<file path="config.mk">
export PLATFORM = sky130hd
export DESIGN_NAME = led_matrix_scanner_flat
export DESIGN_NICKNAME = d
export VERILOG_FILES = /design/src/rtl/led_matrix_scanner_pkg.sv /design/src/rtl/led_matrix_scanner_if.sv /design/src/rtl/led_matrix_scanner_frame_buffer.sv /design/src/rtl/led_matrix_scanner.sv /design/src/flat_wrapper.sv
export SDC_FILE = /design/constraint.sdc
export NUM_CORES = 2
export LEC_CHECK = 0
export CAP_MARGIN = 10
export CORE_UTILIZATION = 45
export DETAILED_ROUTE_END_ITERATION = 16
export PLACE_DENSITY_LB_ADDON = 0.08
export SYNTH_ARGS = -nofsm -noshare
export SYNTH_HDL_FRONTEND = slang
export SYNTH_SLANG_ARGS = --single-unit
</file>
<file path="constraint.sdc">
create_clock -name clk -period 2.1 [get_ports clk]
set_clock_uncertainty 0.05 [all_clocks]
set_input_delay 0.315 -clock clk [delete_from_list [all_inputs] [get_ports clk]]
set_output_delay 0.315 -clock clk [all_outputs]
set_load 0.005 [all_outputs]
</file>
<file path="src/rtl/led_matrix_scanner_pkg.sv">
// Shared types and constants for the LED matrix scanner: frame layout and scan states.
// Imported by the interface, the frame buffer and the scanner top.
package led_scan_pkg;

    localparam int N_ROWS = 16;
    localparam int N_COLS = 16;

    // [r][c] = row r, column c
    typedef logic [N_ROWS-1:0][N_COLS-1:0] pixel_frame_t;

    typedef enum logic {
        S_BLANK = 1'b0,
        S_DRIVE = 1'b1
    } scan_state_e;

    function automatic int unsigned max_u(input int unsigned a, input int unsigned b);
        return (a > b) ? a : b;
    endfunction

endpackage

</file>
<file path="src/rtl/led_matrix_scanner_if.sv">
// Frame hand-off bus from the game-logic generators to the scanner.
// The master offers a red/green frame with frame_valid; the slave accepts while frame_ready is high.
interface led_matrix_scanner_if;
    import led_scan_pkg::*;

    pixel_frame_t RedPixels;
    pixel_frame_t GrnPixels;
    logic         frame_valid;
    logic         frame_ready;

    modport master (
        output RedPixels,
        output GrnPixels,
        output frame_valid,
        input  frame_ready
    );

    modport slave (
        input  RedPixels,
        input  GrnPixels,
        input  frame_valid,
        output frame_ready
    );

endinterface

</file>
<file path="src/rtl/led_matrix_scanner_frame_buffer.sv">
// Double buffer for the scanner: a staging frame filled by the accept handshake and a
// shadow frame that is displayed, refreshed from staging only when the scanner asks for a swap.
module led_frame_buffer
    import led_scan_pkg::*;
(
    input  logic              clk,
    input  logic              RST,
    input  pixel_frame_t      red_i,
    input  pixel_frame_t      grn_i,
    input  logic              valid_i,
    output logic              ready_o,
    input  logic              swap_i,
    input  logic [3:0]        row_idx_i,
    output logic [N_COLS-1:0] red_row_o,
    output logic [N_COLS-1:0] grn_row_o
);

    pixel_frame_t staging_red_q;
    pixel_frame_t staging_grn_q;
    pixel_frame_t shadow_red_q;
    pixel_frame_t shadow_grn_q;
    logic         pending_q;

    // Capture needs pending low and a swap needs it high, so the two never collide.
    // NOTE: both frame stores are cleared on reset because a reset must blank the
    // display; storage that is always written before being read would not need this.
    always_ff @(posedge clk) begin
        if (RST) begin
            staging_red_q <= '0;
            staging_grn_q <= '0;
            shadow_red_q  <= '0;
            shadow_grn_q  <= '0;
            pending_q     <= 1'b0;
        end else if (valid_i && !pending_q) begin
            staging_red_q <= red_i;
            staging_grn_q <= grn_i;
            pending_q     <= 1'b1;
        end else if (swap_i && pending_q) begin
            shadow_red_q  <= staging_red_q;
            shadow_grn_q  <= staging_grn_q;
            pending_q     <= 1'b0;
        end
    end

    assign ready_o   = !pending_q;
    assign red_row_o = shadow_red_q[row_idx_i];
    assign grn_row_o = shadow_grn_q[row_idx_i];

endmodule

</file>
<file path="src/rtl/led_matrix_scanner.sv">
// Row-at-a-time LED matrix scanner: each row gets a dark blanking gap, then a dwell period
// of drive. New frames enter through a double buffer and are swapped in only after row 15.
module led_matrix_scanner
    import led_scan_pkg::*;
#(
    parameter int unsigned DWELL_CYCLES = 2048,
    parameter int unsigned BLANK_CYCLES = 16
) (
    input  logic                 clk,
    input  logic                 RST,
    input  logic                 enable,
    led_matrix_scanner_if.slave  frame_if,
    output logic [N_ROWS-1:0]    row_sel,
    output logic [3:0]           row_idx,
    output logic [N_COLS-1:0]    red_col,
    output logic [N_COLS-1:0]    grn_col,
    output logic                 frame_start
);

    localparam int unsigned CNT_W = $clog2(max_u(DWELL_CYCLES, BLANK_CYCLES) + 1);
    localparam logic [CNT_W-1:0] BLANK_LAST = CNT_W'(BLANK_CYCLES - 1);
    localparam logic [CNT_W-1:0] DWELL_LAST = CNT_W'(DWELL_CYCLES - 1);

    scan_state_e        state_q;
    logic [CNT_W-1:0]   cnt_q;
    logic [CNT_W-1:0]   cnt_d;
    logic [3:0]         row_q;
    logic [3:0]         row_d;
    logic               blank_done;
    logic               dwell_done;
    logic               swap;
    logic [N_COLS-1:0]  red_row;
    logic [N_COLS-1:0]  grn_row;

    // NOTE: every signal assigned in a combinational block gets a value on every path
    // (here unconditionally), otherwise synthesis infers a latch to hold the old value.
    always_comb begin
        cnt_d      = cnt_q + CNT_W'(1);
        row_d      = row_q + 4'd1;
        blank_done = (state_q == S_BLANK) && (cnt_q == BLANK_LAST);
        dwell_done = (state_q == S_DRIVE) && (cnt_q == DWELL_LAST);
        swap       = enable && dwell_done && (row_q == 4'd15);
    end

    // NOTE: state registers use non-blocking assignments so every flop samples the
    // pre-edge values; blocking assignments here would create order-dependent races.
    always_ff @(posedge clk) begin
        if (RST) begin
            state_q <= S_BLANK;
            cnt_q   <= '0;
            row_q   <= '0;
        end else if (!enable) begin
            // Freeze on the current row; re-enable restarts with a full blank gap.
            state_q <= S_BLANK;
            cnt_q   <= '0;
        end else begin
            unique case (state_q)
                S_BLANK: begin
                    if (blank_done) begin
                        state_q <= S_DRIVE;
                        cnt_q   <= '0;
                    end else begin
                        cnt_q   <= cnt_d;
                    end
                end
                S_DRIVE: begin
                    if (dwell_done) begin
                        state_q <= S_BLANK;
                        cnt_q   <= '0;
                        row_q   <= row_d;
                    end else begin
                        cnt_q   <= cnt_d;
                    end
                end
                default: begin
                    state_q <= S_BLANK;
                    cnt_q   <= '0;
                end
            endcase
        end
    end

    led_frame_buffer u_frame_buffer (
        .clk       (clk),
        .RST       (RST),
        .red_i     (frame_if.RedPixels),
        .grn_i     (frame_if.GrnPixels),
        .valid_i   (frame_if.frame_valid),
        .ready_o   (frame_if.frame_ready),
        .swap_i    (swap),
        .row_idx_i (row_q),
        .red_row_o (red_row),
        .grn_row_o (grn_row)
    );

    // Pin drive is a pure decode of the registered scan state.
    always_comb begin
        row_sel     = '0;
        red_col     = '0;
        grn_col     = '0;
        frame_start = 1'b0;
        if (state_q == S_DRIVE) begin
            row_sel     = N_ROWS'(1) << row_q;
            red_col     = red_row;
            grn_col     = grn_row;
            frame_start = (cnt_q == '0) && (row_q == 4'd0);
        end
    end

    assign row_idx = row_q;

endmodule

</file>
<file path="src/flat_wrapper.sv">
// flat-port wrapper written by rule: the top's interface ports become plain ports
module led_matrix_scanner_flat import led_scan_pkg::*;
#(
    parameter int unsigned DWELL_CYCLES = 2048,
    parameter int unsigned BLANK_CYCLES = 16
)
  (clk, RST, enable, row_sel, row_idx, red_col, grn_col, frame_start, frame_if_RedPixels, frame_if_GrnPixels, frame_if_frame_valid, frame_if_frame_ready);
  led_matrix_scanner_if frame_if_i ();
  input  logic clk;
  input  logic RST;
  input  logic enable;
  output logic [N_ROWS-1:0] row_sel;
  output logic [3:0] row_idx;
  output logic [N_COLS-1:0] red_col;
  output logic [N_COLS-1:0] grn_col;
  output logic frame_start;
  input wire logic [$bits(frame_if_i.RedPixels)-1:0] frame_if_RedPixels;
  input wire logic [$bits(frame_if_i.GrnPixels)-1:0] frame_if_GrnPixels;
  input wire logic [$bits(frame_if_i.frame_valid)-1:0] frame_if_frame_valid;
  output wire logic [$bits(frame_if_i.frame_ready)-1:0] frame_if_frame_ready;
  assign frame_if_i.RedPixels = frame_if_RedPixels;
  assign frame_if_i.GrnPixels = frame_if_GrnPixels;
  assign frame_if_i.frame_valid = frame_if_frame_valid;
  assign frame_if_frame_ready = frame_if_i.frame_ready;
  led_matrix_scanner #(.DWELL_CYCLES(DWELL_CYCLES), .BLANK_CYCLES(BLANK_CYCLES)) u_core (.clk(clk), .RST(RST), .enable(enable), .frame_if(frame_if_i), .row_sel(row_sel), .row_idx(row_idx), .red_col(red_col), .grn_col(grn_col), .frame_start(frame_start));
endmodule
</file>
==> impl_metrics.yaml <==
run_status:
  status: "finished with violations"
  failed_checks: "negative setup slack"
route:
  vias_per_cell: 5.93
  vias: 41300
  drtIter0Drc: 4505
  wl_per_cell_um: 23.7
  wl_um: 165000
  first_pass_iters: 6
  ant_nets: 0
  drc_errors: 0
power:
  internal-power_mw: 32.6
  p_seq_share_pct: 48.8
  switchingPower_mw: 10.1
  powerDensity_mw_per_mm2: 704
  p_sw_share_pct: 23.6
  leakage_nw: 19.9
  comb_power_share_pct: 7.0
  peakVddDrop_mv: 0.792
  power_frac_clock_pct: 44.2
sta:
  fin_crit_ns: 2.99
  period_share_pct: 143
  fmax_ghz: 0.334
  setup_ws_ns: -0.893
  setup_violations: 565
  rsz0062_at_grt: "true"
  fin_tns_setup_ns: -286.89
  hold_viol: 0
  slew_headroom_pct: 53.4
  final-max-slew-violation-count: 0
  worst_slew_pin_slew_ns: 0.700
logic_synthesis:
  synthFlopType: "dfxtp_1"
  yosysWarnings: 0
  async_flop_share_pct: 0
  syn_inst: 5060
  synth.yosys.seq_area_share_pct: 50.3
  syn-num-nets: 5584
  avgSynthCellArea_um2: 8.19
  synth_area_mm2: 0.0414
  synth-edff-count: 0
  ys_ff_latch: 1042
  ys_types: 34
critical_path:
  reg2reg_depth: 15
  worstReg2RegStart: "u_core.row_idx[0]"
  worstPathArrival_ns: 2.63
  startpoint: "u_core.row_idx[0]"
  reg2reg_to: "u_core.u_frame_buffer.shadow_red_q[168]"
  required_ns: 1.74
  critical_path.endpoint: "red_col[13]"
  critPathKind: "reg -> out"
  worstPathMaxFanout: 5
  cp-start-kind: "register"
  regToRegSetupSlack_ns: -0.63
  cp-end-kind: "output port"
clock_tree:
  cts_max_path_buffers: 3
  clockRootBuffer: "clkbuf_16"
  cts_tree: "yes"
  h-tree-depth: 3
  path_clk_slew_ns: 0.06
  clk_latency_ns: 0.67
  clock_sinks: 1042
  cts_inserted_buffers: 106
floorplan:
  initial_core_util_pct: 45.8
  die_h_um: 305
  ios: 570
  fp.dieW_um: 305
  core_region_area_mm2: 0.0906
  row_count: 110
  die_area_mm2: 0.0933
global_route:
  grt_max_degree: 112
  first_global_vias: 38000
  grt_pass1_wl_um: 237000
  antenna_found_initial: 9
  grt.total_usage_pct: 33.1
  grt_overflow: 0
final_layout:
  antenna_cells: 0
  drive_gt1_share_pct: 24.2
  fin_area_mm2: 0.0606
  layout.nets: 6238
  area_delta_synth_final_pct: 46.2
  stdcell_count: 6974
min_path:
  min_path_type: "in -> reg"
placement:
  place_inst: 6614
  pre_cts_ws_ns: -0.562
  place.gp.congestion: 0.964
  port_buffers: 569
  place_area_mm2: 0.0505
  hpwl_um: 110000
run:
  cap_violations: 0
==> repair_timing <==
| item | in CTS | in global routing |
|---|---|---|
| cloned | 41 | 17 |
| buffers inserted | 88 | 44 |
| endpoints found under the setup margin | 543 | 576 |
| pin swaps | 230 | 287 |
| endpoints found under the hold margin | 19 | 0 |
| gates resized for setup | 590 | 590 |
| hold buffers | 1 | 0 |
==> layout make-up <==
type	count	area (um^2)
clock inverters	30	357
flip-flops and latches	1042	20900
fillers	7407	30000
clock buffers	162	3060
multi-input cells	3497	22400
well taps	1176	1470
repair buffers	1058	12400
inverters	9	38.8
==> synth_stat cells, drive strengths merged (2+ instances only) <==
| master | number | area (um^2) |
|---|---|---|
| a21oi | 1029 | 5150 |
| a22oi | 64 | 480 |
| and2 | 5 | 31.3 |
| and3 | 16 | 100 |
| and4 | 3 | 26.3 |
| buf | 63 | 297 |
| clkbuf | 449 | 1690 |
| dfxtp | 1042 | 20900 |
| ha | 8 | 100 |
| inv | 9 | 33.8 |
| mux2i | 64 | 641 |
| mux4 | 96 | 2160 |
| nand2 | 1062 | 3990 |
| nand3 | 551 | 2760 |
| nand4 | 4 | 31.3 |
| nor2 | 19 | 71.3 |
| nor2b | 4 | 25.0 |
| nor3 | 3 | 15.0 |
| nor4 | 2 | 18.8 |
| o211ai | 32 | 240 |
| o21ai | 516 | 2580 |
| or4 | 4 | 30.0 |
| xnor2 | 3 | 26.3 |
| xor2 | 5 | 43.8 |
==> flip-flops by register name (all words and copies together), names as in the netlist <==
signal	count
u_core.cnt_q	12
u_core.row_idx	4
u_core.state_q	1
u_core.u_frame_buffer.pending_q	1
u_core.u_frame_buffer.shadow_grn_q	256
u_core.u_frame_buffer.shadow_red_q	256
u_core.u_frame_buffer.staging_grn_q	256
u_core.u_frame_buffer.staging_red_q	256
==> power by group through the flow <==
stage	logic [mW]	registers, mW	clock network, mW
finish	3.00	20.8	18.8
global route	3.24	20.8	19.8
CTS	2.95	20.7	19.0
detailed placement	2.91	21.1	0
global placement	2.90	21.1	0
floorplan	1.22	21.0	0
==> through the flow <==
step | total power, mW | hold slack (ns) | utilization, %
floorplan | 22.2 | 0.381 | -
global placement | 24.0 | 0.392 | 55.7
detailed placement | 24.0 | 0.397 | 55.7
CTS | 42.6 | 0.104 | 63.4
global route | 43.9 | 0.139 | 66.9
finish | 42.6 | 0.137 | 66.9
==> critical path, stage by stage, from the launching register on <==
cell and delay (ns):
dfxtp_4 0.40, buf_6 0.13, buf_12 0.14, buf_4 0.14, mux4_2 0.57, a22oi_1 0.20, o211ai_1 0.20, buf_2 0.19
==> logic make-up (layout without fill, tap and decap cells) <==
logic type	after synthesis	after routing	share of synthesized area [%]
fa+ha+maj	8	8	0.242
xor+xnor	8	8	0.169
buf+inv	521	1259	4.86
compound gates	1646	1646	20.5
mux	160	160	6.76
flops	1042	1042	50.3
simple gates	1675	1675	17.1
==> how the worst min path moves through the flow <==
stage / start / endpoint / slack (ns) / depth (start not counted)
2_1_floorplan: enable / u_core.row_idx[2] / 0.38 / 1
3_3_place_gp: u_core.u_frame_buffer.staging_grn_q[223] / u_core.u_frame_buffer.staging_grn_q[223] / 0.39 / 2
3_5_place_dp: u_core.u_frame_buffer.staging_red_q[1] / u_core.u_frame_buffer.staging_red_q[1] / 0.40 / 2
4_1_cts: frame_if_RedPixels[101] / u_core.u_frame_buffer.staging_red_q[101] / 0.10 / 3
5_1_grt: frame_if_RedPixels[203] / u_core.u_frame_buffer.staging_red_q[203] / 0.14 / 3
6_report: frame_if_RedPixels[101] / u_core.u_frame_buffer.staging_red_q[101] / 0.14 / 3
==> routing by layer <==
layer	up-vias	global-route usage (%)	wire, um
met3	265	6.25	15500
met2	1915	47.8	71300
met5	-	0	47
met1	20200	49.3	73300
li1	19000	-	-
met4	6	10.3	5090
==> placed cells by master (no fill, tap or decap), drive strengths merged, types with 4 or more instances in the layout <==
| cell type | instances |
|---|---|
| clkbuf | 178 |
| mux2i | 64 |
| xor2 | 5 |
| nand2 | 1062 |
| and2 | 5 |
| nand3 | 551 |
| o211ai | 32 |
| nor2b | 4 |
| ha | 8 |
| a21oi | 1029 |
| a22oi | 64 |
| inv | 10 |
| mux4 | 96 |
| buf | 520 |
| bufinv | 6 |
| o21ai | 516 |
| clkinv | 20 |
| or4 | 4 |
| nand4 | 4 |
| nor2 | 19 |
| dfxtp | 1042 |
| clkdlybuf4s50 | 517 |
| and3 | 16 |
Note: power is estimated with default switching activity, not from simulation.
